## src/rtl/match_controller_pkg.sv

```systemverilog
// Shared game definitions for the match sequencer: FSM states, round/match
// result codes and board field widths.
package match_controller_pkg;

    localparam int unsigned HLT_W  = 2;
    localparam int unsigned TIME_W = 7;

    typedef enum logic [2:0] {
        ST_IDLE      = 3'd0,
        ST_CLEAR     = 3'd1,
        ST_COUNTDOWN = 3'd2,
        ST_FIGHT     = 3'd3,
        ST_ROUND_END = 3'd4,
        ST_MATCH_END = 3'd5
    } state_e;

    typedef enum logic [1:0] {
        RES_NONE = 2'b00,
        RES_P1   = 2'b01,
        RES_P2   = 2'b10,
        RES_DRAW = 2'b11
    } result_e;

    // Timeout decision: healthier player takes the round, equal health is a draw.
    function automatic result_e health_winner(input logic [HLT_W-1:0] h1,
                                              input logic [HLT_W-1:0] h2);
        if (h1 > h2)      return RES_P1;
        else if (h1 < h2) return RES_P2;
        else              return RES_DRAW;
    endfunction

endpackage

```

## src/rtl/match_controller_tick_counter.sv

```systemverilog
// Loadable down-counter advanced by the slow tick; flags the tick on which it
// leaves the value 1. Shared by the countdown, round and intermission phases.
module tick_counter
    import match_controller_pkg::*;
#(
    parameter int unsigned WIDTH = TIME_W
) (
    input  logic             clk_i,
    input  logic             rst_i,
    input  logic             tick_i,
    input  logic             en_i,
    input  logic             load_i,
    input  logic [WIDTH-1:0] load_val_i,
    output logic [WIDTH-1:0] count_o,
    output logic             last_o
);

    localparam logic [WIDTH-1:0] ONE = WIDTH'(1);

    logic [WIDTH-1:0] count_q;
    logic [WIDTH-1:0] count_d;

    always_comb begin
        count_d = count_q;
        if (load_i)
            count_d = load_val_i;
        else if (en_i && tick_i && (count_q != '0))
            count_d = count_q - ONE;
    end

    always_ff @(posedge clk_i) begin
        if (rst_i) count_q <= '0;
        else       count_q <= count_d;
    end

    assign count_o = count_q;
    assign last_o  = en_i & tick_i & (count_q == ONE);

endmodule

```

## src/rtl/match_controller.sv

```systemverilog
// Round/match sequencer: gates the board, times countdown/round/intermission,
// decides each round and tallies wins until one player takes the match.
module match_controller
    import match_controller_pkg::*;
#(
    parameter int unsigned CNTDWN_TICKS  = 3,
    parameter int unsigned ROUND_TICKS   = 60,
    parameter int unsigned INTER_TICKS   = 2,
    parameter int unsigned WINS_TO_MATCH = 2
) (
    input  logic       clk,
    input  logic       rst,
    input  logic       tick,
    input  logic       start,
    input  logic       plr_1_lst,
    input  logic       plr_2_lst,
    input  logic [1:0] plr_1_hlt,
    input  logic [1:0] plr_2_hlt,
    output logic       brd_rst,
    output logic       act_en,
    output logic [6:0] time_left,
    output logic [1:0] plr_1_wins,
    output logic [1:0] plr_2_wins,
    output logic [1:0] rnd_rslt,
    output logic       match_over,
    output logic [1:0] match_wnr,
    output logic [2:0] state
);

    localparam logic [TIME_W-1:0] CNTDWN_VAL = TIME_W'(CNTDWN_TICKS);
    localparam logic [TIME_W-1:0] ROUND_VAL  = TIME_W'(ROUND_TICKS);
    localparam logic [TIME_W-1:0] INTER_VAL  = TIME_W'(INTER_TICKS);
    localparam logic [1:0]        WINS_VAL   = 2'(WINS_TO_MATCH);

    state_e     state_q, state_d;
    logic       start_q;
    logic [1:0] p1_wins_q, p1_wins_d;
    logic [1:0] p2_wins_q, p2_wins_d;
    result_e    rslt_q, rslt_d;
    result_e    wnr_q, wnr_d;
    result_e    fight_rslt;

    logic              start_pe;
    logic              cnt_en;
    logic              cnt_load;
    logic [TIME_W-1:0] cnt_val;
    logic [TIME_W-1:0] cnt_value;
    logic              cnt_last;

    assign start_pe = start & ~start_q;

    tick_counter #(.WIDTH(TIME_W)) u_tick_counter (
        .clk_i      (clk),
        .rst_i      (rst),
        .tick_i     (tick),
        .en_i       (cnt_en),
        .load_i     (cnt_load),
        .load_val_i (cnt_val),
        .count_o    (cnt_value),
        .last_o     (cnt_last)
    );

    always_comb begin
        state_d    = state_q;
        p1_wins_d  = p1_wins_q;
        p2_wins_d  = p2_wins_q;
        rslt_d     = rslt_q;
        wnr_d      = wnr_q;
        fight_rslt = RES_NONE;
        cnt_en     = 1'b0;
        cnt_load   = 1'b0;
        cnt_val    = '0;

        case (state_q)
            ST_IDLE, ST_MATCH_END: begin
                if (start_pe) begin
                    state_d   = ST_CLEAR;
                    p1_wins_d = '0;
                    p2_wins_d = '0;
                    rslt_d    = RES_NONE;
                    wnr_d     = RES_NONE;
                end
            end
            ST_CLEAR: begin
                if (tick) begin
                    state_d  = ST_COUNTDOWN;
                    cnt_load = 1'b1;
                    cnt_val  = CNTDWN_VAL;
                end
            end
            ST_COUNTDOWN: begin
                cnt_en = 1'b1;
                if (cnt_last) begin
                    state_d  = ST_FIGHT;
                    cnt_load = 1'b1;
                    cnt_val  = ROUND_VAL;
                end
            end
            ST_FIGHT: begin
                cnt_en = 1'b1;
                // Lose flags outrank the timeout tick in the same cycle.
                if (plr_1_lst && plr_2_lst) fight_rslt = RES_DRAW;
                else if (plr_1_lst)         fight_rslt = RES_P2;
                else if (plr_2_lst)         fight_rslt = RES_P1;
                else if (cnt_last)          fight_rslt = health_winner(plr_1_hlt, plr_2_hlt);

                if (fight_rslt != RES_NONE) begin
                    state_d  = ST_ROUND_END;
                    rslt_d   = fight_rslt;
                    cnt_load = 1'b1;
                    cnt_val  = INTER_VAL;
                    if (fight_rslt == RES_P1 && p1_wins_q != WINS_VAL)
                        p1_wins_d = p1_wins_q + 2'd1;
                    if (fight_rslt == RES_P2 && p2_wins_q != WINS_VAL)
                        p2_wins_d = p2_wins_q + 2'd1;
                end
            end
            ST_ROUND_END: begin
                cnt_en = 1'b1;
                if (cnt_last) begin
                    if (p1_wins_q == WINS_VAL) begin
                        state_d = ST_MATCH_END;
                        wnr_d   = RES_P1;
                    end else if (p2_wins_q == WINS_VAL) begin
                        state_d = ST_MATCH_END;
                        wnr_d   = RES_P2;
                    end else begin
                        state_d = ST_CLEAR;
                    end
                end
            end
            default: state_d = ST_IDLE;
        endcase
    end

    always_ff @(posedge clk) begin
        if (rst) begin
            state_q   <= ST_IDLE;
            start_q   <= 1'b0;
            p1_wins_q <= '0;
            p2_wins_q <= '0;
            rslt_q    <= RES_NONE;
            wnr_q     <= RES_NONE;
        end else begin
            state_q   <= state_d;
            start_q   <= start;
            p1_wins_q <= p1_wins_d;
            p2_wins_q <= p2_wins_d;
            rslt_q    <= rslt_d;
            wnr_q     <= wnr_d;
        end
    end

    assign state      = state_q;
    assign brd_rst    = (state_q == ST_IDLE) || (state_q == ST_CLEAR);
    assign act_en     = (state_q == ST_FIGHT);
    assign match_over = (state_q == ST_MATCH_END);
    assign time_left  = cnt_value;
    assign plr_1_wins = p1_wins_q;
    assign plr_2_wins = p2_wins_q;
    assign rnd_rslt   = rslt_q;
    assign match_wnr  = wnr_q;

endmodule
```

## config.mk

```make
export PLATFORM = sky130hd
export DESIGN_NAME = match_controller
export DESIGN_NICKNAME = d
export VERILOG_FILES = /design/src/rtl/match_controller_pkg.sv /design/src/rtl/match_controller_tick_counter.sv /design/src/rtl/match_controller.sv
export SDC_FILE = /design/constraint.sdc
export NUM_CORES = 1
export LEC_CHECK = 0
export ABC_AREA = 1
export BUFFER_PORTS_ARGS = -buffer_cell sky130_fd_sc_hd__buf_2
export CAP_MARGIN = 0
export CORE_ASPECT_RATIO = 1.4
export CORE_MARGIN = 1.5
export CORE_UTILIZATION = 40
export DETAILED_ROUTE_END_ITERATION = 8
export GPL_TIMING_DRIVEN = 0
export SYNTH_ARGS = -nofsm -noshare
export SYNTH_HDL_FRONTEND = slang
export SYNTH_SLANG_ARGS = --single-unit
```

## constraint.sdc

```tcl
create_clock -name clk -period 2.1 [get_ports clk]
set_input_delay 0.105 -clock clk [delete_from_list [all_inputs] [get_ports clk]]
set_output_delay 0.105 -clock clk [all_outputs]
set_load 0.05 [all_outputs]
```

==> flow_summary.ini <==
[outcome]
status = finished, final reports clean

[synthesis]
synth-warning-count = 0
synth_cell_type_count = 28
syn-instance-count = 208
netlist_area_um2 = 1320
ys_ff_latch = 19
syn-num-nets = 225
syn_avg_cell_area_um2 = 6.36
synth-seq-area-share_pct = 28.8

[critical_path]
reg2reg_depth = 11
critPathKind = reg -> out
critPathLaunchType = register
regToRegStartpoint = u_tick_counter.count_o[1]
crit_fanout = 10
rr_endpoint = u_tick_counter.count_o[2]
end_kind = output pin
cp.arrival_ns = 1.66
worstPathRequired_ns = 2.00
rrSetupSlack_ns = 0.39

[sta]
worst_pin_slew_ns = 0.424
tns_ns = 0
relSlewSlack_pct = 71.7
fmaxAchievable_mhz = 567
rsz0062_at_grt = no
period_minus_slack_ns = 1.76
finalHoldViolCount = 0
slew_viol_final = 0
final.setup_skew_ns = 0.00203
whs_ns = 0.0612
fin_crit_sh_pct = 84.0
finalSetupViolCount = 0

[global_route]
grt_usage_pct = 17.7
grt_pass1_wl_um = 5020
grt_pass1_vias = 1196
grt_overflow = 0
grt_max_degree = 12
antenna_found_initial = 0

[die]
core_region_area_um2 = 3120
die_area_um2 = 3670
dieHeight_um = 71.0
start_util_pct = 42.3
ios = 31
die_w_um = 51.6
rows = 24

[final_layout]
insertedDiodeCount = 0
syn_to_final_growth_pct = 18.5
nets = 260
drive_gt1_share_pct = 21.5
final_cell_mix = 44 x nand2_1, 44 x nor2_1, 31 x buf_2, 26 x inv_1, 19 x dfxtp_1

[pwr]
ir_drop_v = 0.000946
power.static_leakage_uw = 0.000795
power_density_nw_per_um2 = 1700

[detailed_routing]
via_count = 1320
dr.first_iter.drc_count = 39
vias_per_cell = 4.70
ant_nets = 0
post_drt_wl_per_cell_um = 10.4
totalWireLength_um = 2920
dr.pass1.iters = 4
drc = 0

[place]
port_buffers = 30
dp_hpwl_um = 2350
place.gp.congestion = 0.821

[run]
drv_cap = 0

[cts]
htreeDepth = 1
cts_hold_buf = 0
insertion_delay_ns = 0.26
cts_tree = yes
cts_root_buf = clkbuf_8
post-cts-setup-buffers = 0
clkTransAtPathRegs_ns = 0.07
clockBufferDepth = 2
cts.sinks = 19
numCtsBuffers = 3
cts-resized-gates = 0

[hold_path]
hp-start = start
hold_class = in -> reg
whs_endpoint = start_q
min_path_cells = 3
-- sequential cells by signal, indices dropped and copies added (netlist names) --
name                    flops
state                       3
start_q                     1
match_wnr                   2
plr_1_wins                  2
u_tick_counter.count_o      7
rnd_rslt                    2
plr_2_wins                  2
-- per-layer routing --
metal  GRT usage, %  routed length (um)  share of wire (%)
met4           7.89                  56                1.9
met2           30.5                1420                 49
met5              0                   0                  0
met3           1.90                  72                2.5
met1           21.6                1370                 47
-- synth_stat cells (all sizes together) --
library cell	n	area (um^2)
xnor2	3	26.3
a211oi	1	7.51
nand2	47	184
nor3b	1	7.51
buf	2	12.5
nand3	15	80.1
o21bai	1	7.51
inv	27	101
nor3	6	57.6
a21oi	11	55.1
ha	7	87.6
or2	3	18.8
o21ai	9	45.0
nand4	6	43.8
nor2	48	195
dfxtp	19	380
xor2	1	8.76
clkbuf	1	3.75
-- power by group --
part / internal [uW] / switching (uW) / total, uW
clock network: 132 / 129 / 261
logic: 547 / 1240 / 1790
registers: 491 / 130 / 620
total: 1170 / 1500 / 2670
-- area by class of cell --
| type | instances | area, um^2 |
|---|---|---|
| buffer | 3 | 16.3 |
| tap | 39 | 48.8 |
| inverter | 27 | 101 |
| clock buffer | 3 | 41.3 |
| timing repair buffer | 30 | 150 |
| multi-input combinational | 159 | 825 |
| clock inverter | 1 | 5.00 |
| sequential | 19 | 380 |
| fill | 371 | 1560 |
-- through the flow --
stage	total power (uW)	util (%)	instance area, um^2	worst slack (ns)	cells
2_1_floorplan	2080	-	1320	0.0520	208
3_3_place_gp	2430	48.7	1520	0.378	277
3_5_place_dp	2430	48.7	1520	0.377	277
4_1_cts	2700	50.2	1570	0.315	281
5_1_grt	2930	50.2	1570	0.159	281
6_report	2670	50.2	1570	0.337	281
-- cell families (layout without fill, tap and decap cells) --
family | after synthesis | in the layout | share of synthesized area [%]
XOR/XNOR | 4 | 4 | 2.65
buffers and inverters | 30 | 64 | 8.89
adder cells (fa/ha/maj) | 7 | 7 | 6.62
AO/OA/AOI/OAI | 22 | 22 | 8.70
AND/OR/NAND/NOR | 126 | 126 | 44.4
flip-flops | 19 | 19 | 28.8
-- worst max-delay path, cell delays in order, from the launching register on --
cell,delay (ns)
dfxtp_1,0.49
inv_1,0.17
nor3_4,0.20
buf_2,0.24
buf_2,0.29
-- worst max-delay path by stage --
stage | from | to | cells past startpoint
after floorplan | state[1] | plr_1_wins[1] | 8
after global placement | u_tick_counter.count_o[0] | u_tick_counter.count_o[2] | 10
after detailed placement | state[1] | u_tick_counter.count_o[2] | 9
after CTS | state[1] | act_en | 4
after global routing | u_tick_counter.count_o[4] | u_tick_counter.count_o[2] | 10
final | state[1] | act_en | 4
No activity file was read; power rests on OpenSTA's default activity.
